File: config.mk
export PLATFORM = sky130hd
export DESIGN_NAME = ch0re_mem_arbiter
export DESIGN_NICKNAME = d
export VERILOG_FILES = /design/src/rtl/ch0re_pkg.sv /design/src/rtl/ch0re_starve_ctr.sv /design/src/rtl/ch0re_mem_arbiter.sv
export SDC_FILE = /design/constraint.sdc
export NUM_CORES = 1
export LEC_CHECK = 0
export CAP_MARGIN = 20
export CORE_AREA = 5 5 175 177
export DETAILED_ROUTE_END_ITERATION = 7
export DIE_AREA = 0 0 180 182
export HOLD_SLACK_MARGIN = 0.06
export MAX_ROUTING_LAYER = met4
export PLACE_DENSITY = 0.44
export SYNTH_ARGS = -nofsm -noshare
export SYNTH_HDL_FRONTEND = slang
export SYNTH_SLANG_ARGS = --single-unit
File: constraint.sdc
create_clock -name clk -period 3.02 [get_ports clk]
set_input_delay 0.604 -clock clk [delete_from_list [all_inputs] [get_ports clk]]
set_output_delay 0.604 -clock clk [all_outputs]
set_load 0.01 [all_outputs]
File: src/rtl/ch0re_pkg.sv
// Shared types and constants for the ch0re memory arbitration path.
package ch0re_pkg;

  typedef enum logic [1:0] {OWN_NONE, OWN_IF, OWN_D} mem_owner_t;

  localparam logic [7:0] MEM_BE_NONE = 8'h00;
  localparam int unsigned STARVE_W = 4;

endpackage

File: src/rtl/ch0re_starve_ctr.sv
// Saturating fetch-starvation counter: clear dominates, increment stops at the limit.
module ch0re_starve_ctr
  import ch0re_pkg::*;
#(
  parameter int unsigned STARVE_LIMIT = 4
) (
  input  logic                clk,
  input  logic                rst_n,
  input  logic                inc,
  input  logic                clr,
  output logic [STARVE_W-1:0] cnt
);

  localparam logic [STARVE_W-1:0] LIMIT = STARVE_W'(STARVE_LIMIT);

  always_ff @(posedge clk) begin
    if (!rst_n) begin
      cnt <= '0;
    end else if (clr) begin
      cnt <= '0;
    end else if (inc && (cnt != LIMIT)) begin
      cnt <= cnt + 1'b1;
    end
  end

endmodule

File: src/rtl/ch0re_mem_arbiter.sv
// Arbitrates one single-port 64-bit array between instruction fetch and the
// load/store unit; data wins unless fetch has been starved for STARVE_LIMIT cycles.
module ch0re_mem_arbiter
  import ch0re_pkg::*;
#(
  parameter int unsigned MEM_ADDR_WIDTH = 11,
  parameter int unsigned STARVE_LIMIT   = 4
) (
  input  logic                      clk,
  input  logic                      rst_n,
  input  logic                      if_req_valid,
  output logic                      if_req_ready,
  input  logic [63:0]               if_req_addr,
  input  logic                      if_flush,
  output logic                      if_rsp_valid,
  output logic [31:0]               if_rsp_instr,
  output logic                      if_rsp_err,
  input  logic                      d_req_valid,
  output logic                      d_req_ready,
  input  logic [63:0]               d_req_addr,
  input  logic [7:0]                d_req_be,
  input  logic [63:0]               d_req_wdata,
  output logic                      d_rsp_valid,
  output logic [63:0]               d_rsp_rdata,
  output logic                      d_rsp_err,
  output logic [MEM_ADDR_WIDTH-1:0] mem_addr,
  output logic [7:0]                mem_wen,
  output logic [63:0]               mem_wdata,
  input  logic [63:0]               mem_rdata
);

  localparam logic [STARVE_W-1:0] LIMIT = STARVE_W'(STARVE_LIMIT);

  logic                if_err;
  logic                d_err;
  logic                if_live;
  logic                force_if;
  logic                gnt_if;
  logic                gnt_d;
  logic [STARVE_W-1:0] starve_cnt;
  logic [2:0]          d_addr_lsb_unused;

  mem_owner_t owner_p1;
  logic       err_p1;
  logic       be_nz_p1;
  logic       hi_p1;

  assign if_err = (|if_req_addr[63:3+MEM_ADDR_WIDTH]) | (|if_req_addr[1:0]);
  assign d_err  = |d_req_addr[63:3+MEM_ADDR_WIDTH];
  assign d_addr_lsb_unused = d_req_addr[2:0];

  // A flushed fetch is invisible to arbitration for that cycle.
  assign if_live  = if_req_valid & ~if_flush;
  assign force_if = if_live & (starve_cnt == LIMIT);

  always_comb begin
    gnt_if = 1'b0;
    gnt_d  = 1'b0;
    if (rst_n) begin
      if (force_if) begin
        gnt_if = 1'b1;
      end else if (d_req_valid) begin
        gnt_d = 1'b1;
      end else if (if_live) begin
        gnt_if = 1'b1;
      end
    end
  end

  assign if_req_ready = gnt_if;
  assign d_req_ready  = gnt_d;

  ch0re_starve_ctr #(
    .STARVE_LIMIT(STARVE_LIMIT)
  ) u_starve (
    .clk  (clk),
    .rst_n(rst_n),
    .inc  (if_live & gnt_d),
    .clr  (gnt_if | ~if_req_valid),
    .cnt  (starve_cnt)
  );

  always_comb begin
    mem_addr  = '0;
    mem_wen   = MEM_BE_NONE;
    mem_wdata = '0;
    if (gnt_d) begin
      mem_addr  = d_req_addr[3 +: MEM_ADDR_WIDTH];
      mem_wen   = d_err ? MEM_BE_NONE : d_req_be;
      mem_wdata = d_req_wdata;
    end else if (gnt_if) begin
      mem_addr = if_req_addr[3 +: MEM_ADDR_WIDTH];
    end
  end

  // Stage p0 -> p1: remember who owns the array read returning next cycle.
  always_ff @(posedge clk) begin
    if (!rst_n) begin
      owner_p1 <= OWN_NONE;
    end else if (gnt_d) begin
      owner_p1 <= OWN_D;
    end else if (gnt_if) begin
      owner_p1 <= OWN_IF;
    end else begin
      owner_p1 <= OWN_NONE;
    end
  end

  always_ff @(posedge clk) begin
    err_p1   <= gnt_d ? d_err : if_err;
    be_nz_p1 <= gnt_d & (d_req_be != MEM_BE_NONE);
    hi_p1    <= if_req_addr[2];
  end

  // Stage p1: steer array data to the owner; reset discards anything outstanding.
  always_comb begin
    if_rsp_valid = rst_n & (owner_p1 == OWN_IF) & ~if_flush;
    d_rsp_valid  = rst_n & (owner_p1 == OWN_D);
    if_rsp_err   = if_rsp_valid & err_p1;
    d_rsp_err    = d_rsp_valid & err_p1;
    if_rsp_instr = '0;
    d_rsp_rdata  = '0;
    if (if_rsp_valid && !err_p1) begin
      if_rsp_instr = hi_p1 ? mem_rdata[63:32] : mem_rdata[31:0];
    end
    if (d_rsp_valid && !err_p1 && !be_nz_p1) begin
      d_rsp_rdata = mem_rdata;
    end
  end

endmodule

# ---- After elaboration in Yosys (flattened, before gate mapping)
# Index checks and enable logic that the tools add are counted.
# Widths: inputs -> output; s select.
dict set report op_classes {
  add_sub_neg 1
  n_eq_ne 4
  n_mux 18
  n_bitwise 14
  reduce_logical 12
}
# operator count
set op_table {}
lappend op_table {{$mux 64} 2}
lappend op_table {{$reduce_or 50->1} 2}
lappend op_table {{$mux 32} 2}
lappend op_table {{$mux 11} 2}
lappend op_table {{$mux 8} 2}
lappend op_table {{$and 1x1->1} 9}
lappend op_table {{$mux 1} 9}
lappend op_table {{$reduce_bool 8->1} 1}
lappend op_table {{$reduce_or 2->1} 3}
lappend op_table {{$add 4x1->4 const B} 1}
lappend op_table {{$eq 4x3->1 const B} 1}
lappend op_table {{$logic_and 1x1->1} 4}
lappend op_table {{$ne 4x3->1 const B} 1}
lappend op_table {{$not 1->1} 3}
lappend op_table {{$eq 2x1->1 const B} 1}
lappend op_table {{$eq 2x2->1 const B} 1}
lappend op_table {{$logic_not 1->1} 2}
lappend op_table {{$mux 2} 1}
lappend op_table {{$or 1x1->1} 2}
dict set report word_totals {
  register_bits 9
  input_bits 269
  out_inout_bits 185
  wordCells 55
}

# ---- Depth between registers and ports, before layout
dict set report depth {
  ltp_word 8
  depth_mapped 7
}

# ---- Modules after synthesis
# A second synthesis with hierarchy kept.
dict set report unflattened {
  cells_unflattened 328
  area_unflattened_um2 2303.5
}
# mod n_inst cells_per_inst area_each_um2 seq_area_each_um2
set modules_own_cells {}
lappend modules_own_cells {ch0re_mem_arbiter 1 302 2082.0 100.1}
lappend modules_own_cells {ch0re_starve_ctr 1 26 221.5 80.1}

# ---- Worst setup path after synthesis
# Ideal clock, no wire load.
dict set report synth_path {
  kind {in2out}
  from {input port d_req_addr[61]}
  to {output port mem_wen[0]}
  arrival_ps 1606
  slack_ps 810
  path_stages 4
  cell_sequence {nor4_1 > nand4_1 > nor4_4 > and2_1}
}
dict set report synth_between {
  elab_chain_len 3
}
# item line_no
set synth_lines {}
lappend synth_lines {{start: declaration} ch0re_mem_arbiter.sv:20} ;# input logic [63:0] d_req_addr,
lappend synth_lines {{$reduce_or 50->1} ch0re_mem_arbiter.sv:49} ;# assign d_err = |d_req_addr[63:3+MEM_ADDR_WIDTH];
lappend synth_lines {{$mux 8} ch0re_mem_arbiter.sv:89} ;# mem_wen = d_err ? MEM_BE_NONE : d_req_be;
lappend synth_lines {{$mux 8} ch0re_mem_arbiter.sv:87} ;# if (gnt_d) begin
lappend synth_lines {{end: declaration} ch0re_mem_arbiter.sv:27} ;# output logic [7:0] mem_wen,
# Every way passes these cells.

# ---- Final worst setup path
dict set report layout_path {
  from {input port d_req_valid}
  to {output port mem_wdata[16]}
}
dict set report layout_between {
  elab_chain_len 4
}
# item line_no
set layout_lines {}
lappend layout_lines {{start: declaration} ch0re_mem_arbiter.sv:18} ;# input logic d_req_valid,
lappend layout_lines {{$mux 1} ch0re_mem_arbiter.sv:62} ;# end else if (d_req_valid) begin
lappend layout_lines {{$mux 1} ch0re_mem_arbiter.sv:60} ;# if (force_if) begin
lappend layout_lines {{$mux 1} ch0re_mem_arbiter.sv:59} ;# if (rst_n) begin
lappend layout_lines {{$mux 64} ch0re_mem_arbiter.sv:87}
lappend layout_lines {{end: declaration} ch0re_mem_arbiter.sv:28} ;# output logic [63:0] mem_wdata,
# Every way passes these cells.

==> key figures <==
Timing
  • Period minus WS final: about 2.9 ns
  • Final-report hold violation count: 0
  • Max Clock Freq: approximately 0.34 GHz
  • Clk_skew: around 0.0027 ns
  • Final hold slack: between 0.5 and 0.6 ns
  • Slew @ Worst Pin: ~0.38 ns
  • Pins Over Slew Limit: 0
  • Final worst path period share: a little over nine tenths
  • Setup violators final: 0
  • Worst slew margin: about three quarters
  • Worst Slack Setup Final: about 0.08 ns

GRT
  • Largest net degree at the start of global routing: 33
  • Grt ovf: 0
  • Vias in the first global route: about 4500
  • Initial antenna violation count: 6
  • Tot GR Track Use: a little under an eighth
  • First-pass GRT wire length: 29.2 mm

Clock tree
  • Clock Sinks: 9
  • Clk_lat worst skew: ~0.23 ns
  • Root Buffer: clkbuf_16
  • Htree depth: 1
  • Total CTS buffers: 3
  • Clock-pin slew on the worst setup and hold paths: about 0.040 ns
  • Number of hold buffers added after CTS: 0
  • TritonCTS clock tree: built
  • CTS Buffer Depth: 2

Synthesis
  • Synthesized flop and latch total: 9
  • Post-synthesis sequential area ratio: under 10%
  • Library cells used by synthesis: 32
  • Synthesized area: 2180 µm²
  • Most frequent cells after synthesis: and2_1 (138), nor2_1 (38), mux2i_1 (33)
  • EDFF count, synth: 0
  • Most common cell in the netlist: and2_1
  • Ys Warns: 0
  • Mapped Nets: 586
  • Ys flop type: dfxtp_1
  • Synth Instances: ~320
  • Synth Area per Inst: between 6 and 7 µm²
  • Yosys top cell area share: between 30% and 40%
  • Fraction of registers with async set/reset: 0%
  • Largest area contributor in the netlist: and2_1
  • Largest cells by area after synthesis: and2_1 (40%), mux2i_1 (15%), dfxtp_1 (8.3%), nor4_1 (7.7%), nor2_1 (6.5%)

Floorplanning
  • Core area: 29100 µm²
  • Initial Util: under 10%
  • Chip Width: between 150 and 200 µm
  • Die Span Y: approximately 180 µm
  • Die area: ~33000 µm²
  • I/O pins: between 400 and 500
  • Row count: 63

Place
  • DP Worst Slack: -0.458 ns
  • Gpl congestion: ~0.82
  • Hpwl dp: 18.7 mm
  • Port Buffers: between 400 and 500
  • Placed cell area: roughly 7300 µm²

Pwr
  • PwrDens: roughly 120 nW/µm²
  • Sequential power share: approximately an eighth
  • LEAKAGE: 4.42 nW
  • Logic pwr share: a little over three fifths
  • Part of the power in the clock network: roughly a quarter
  • Final Power: between 0.9 and 1 mW
  • Worst vdd ir: roughly 0.16 mV
  • NetSw: ~0.25 mW
  • Sw frac: between 20% and 30%
  • Design internal power: just over 0.7 mW

Finish
  • Area growth syn-to-layout: 256%
  • Area of the multi-input gates: 1950 µm²
  • Nets: ~1000
  • Layout cells sized above 1: about 8.1%
  • Number of fill cells: 3128
  • Final core utilization: a little over a quarter
  • Register Area: 181 µm²
  • Final instance area: between 7000 and 8000 µm²

Setup path
  • CP arrival: between 2 and 2.5 ns
  • Critical R2R Capture: err_p1$_DFF_P_
  • Reg2reg setup slack: slightly below 1 ns
  • Most frequent CP cell: clkdlybuf4s50_1
  • WS Path Type: input pin to output port
  • Critical path, cell by cell: clkdlybuf4s50_1, nand2_2, a21oi_4, buf_12, buf_4, and2_1, clkdlybuf4s50_1
  • R2R depth: 11
  • Worst path slowest cell: clkdlybuf4s50_1
  • CP Launch Type: input pin
  • Crit Path Max Fanout: 10
  • Crit Reg-Reg Startpoint: u_starve.cnt[0]$_SDFFE_PP0P_
  • Max incr delay on CP: 0.56 ns
  • WP data required: roughly 2.4 ns
  • Setup crit end kind: output port

Detailed routing
  • Avg Vias per Cell: about 3.5
  • Routed Antenna Nets: 0
  • Via count: slightly above 4000
  • Drt wl/cell: about 18 µm
  • DRT iter0 DRCs: 43
  • Final WL: roughly 21 mm
  • DRC viols: 0
  • Drt first pass iters: 4

Run
  • Max Cap Viol: 0

Hold path
  • Worst hold endpoint: u_starve.cnt[3]$_SDFFE_PP0P_
  • HP Start: u_starve.cnt[3]$_SDFFE_PP0P_
  • Hold path depth: 2
  • Hold Crit Class: flip-flop to flip-flop

Outcome
  • Outcome: finished, final reports clean
[area by class of cell]
cell class / count / share of cell area, %
Sequential cell: 9 / 2.34
Tap cell: 390 / 6.29
Clock buffer: 3 / 0.968
Inverter: 3 / 0.145
Antenna cell: 6 / 0.194
Multi-Input combinational cell: 281 / 25.1
Clock inverter: 1 / 0.0645
Timing Repair Buffer: 480 / 64.9
[registers in the layout, summed over array words and instances, names as in the netlist]
| signal | count |
|---|---|
| be_nz_p1 | 1 |
| err_p1 | 1 |
| owner_p1 | 2 |
| hi_p1 | 1 |
| u_starve.cnt | 4 |
[metrics by stage]
stage / cells / TNS [ns]
6_report: 1173 / 0
5_1_grt: 1171 / -0.0654
4_1_cts: 1167 / 0
3_5_place_dp: 1157 / -37.08
3_3_place_gp: 1157 / -38.53
2_1_floorplan: 315 / 0
[worst max path at each step]
stage | startpoint | end | slack [ns] | cells past startpoint
after floorplan | d_req_addr[61] | mem_wen[0] | 0.81 | 4
after global placement | d_req_addr[36] | mem_wen[6] | -0.51 | 9
after detailed placement | d_req_addr[36] | mem_wen[0] | -0.46 | 9
after CTS | d_req_addr[16] | mem_wen[7] | 0.0006 | 8
after global routing | d_req_addr[62] | mem_wen[3] | -0.01 | 8
final | d_req_valid | mem_wdata[16] | 0.08 | 7
[power groups by stage]
stage	Clock, mW	Combinational [mW]	Sequential [mW]
after floorplan	0	0.123	0.125
after global placement	0	0.622	0.129
after detailed placement	0	0.622	0.128
after CTS	0.239	0.620	0.126
after global routing	0.247	0.649	0.127
final	0.231	0.608	0.127
[metal layers]
layer / vias to the layer above / share of wire (%) / global-route usage (%)
met3: 14 / 9.3 / 4.13
met1: 1789 / 37 / 12.2
met5: - / 0 / -
met2: 267 / 52 / 22.6
met4: 0 / 1.5 / 1.89
li1: 2006 / - / -
[cells by family (layout without fill, tap and decap cells)]
logic type / Yosys count / in the layout / share of synthesized area (%)
adders and majority gates: 2 / 2 / 1.15
AOI/OAI and AO/OA: 17 / 17 / 6.89
xor gates and xnor gates: 3 / 3 / 1.21
muxes: 33 / 33 / 15.2
and+or+nand+nor: 226 / 226 / 62.2
buffers and inverters: 25 / 487 / 5.11
DFF: 9 / 9 / 8.27
other: 0 / 6 / 0
[what timing repair did]
item                                    in CTS  in global routing
pin swaps                                    8                  7
gates resized for setup                     69                106
buffers inserted                             4                  0
endpoints found under the setup margin     179                121
gates cloned                                 2                  0
[layout by cell type (no fill, tap or decap), types with 9 or more instances in the layout]
master	netlist	final
a22o_1	11	11
and2_1	138	137
buf_12	0	9
buf_4	1	17
clkdlybuf4s50_1	0	326
dlygate4sd2_1	0	25
dlymetal6s2s_1	0	89
mux2i_1	33	33
nor2_1	38	38
nor4_1	27	20
[critical path, delay by kind of cell]
family,cells,cell delay (ns)
buffers and inverters,4,1.37
and+or+nand+nor,2,0.22
AOI/OAI and AO/OA,1,0.14
Note: power is estimated with default switching activity, not from simulation.
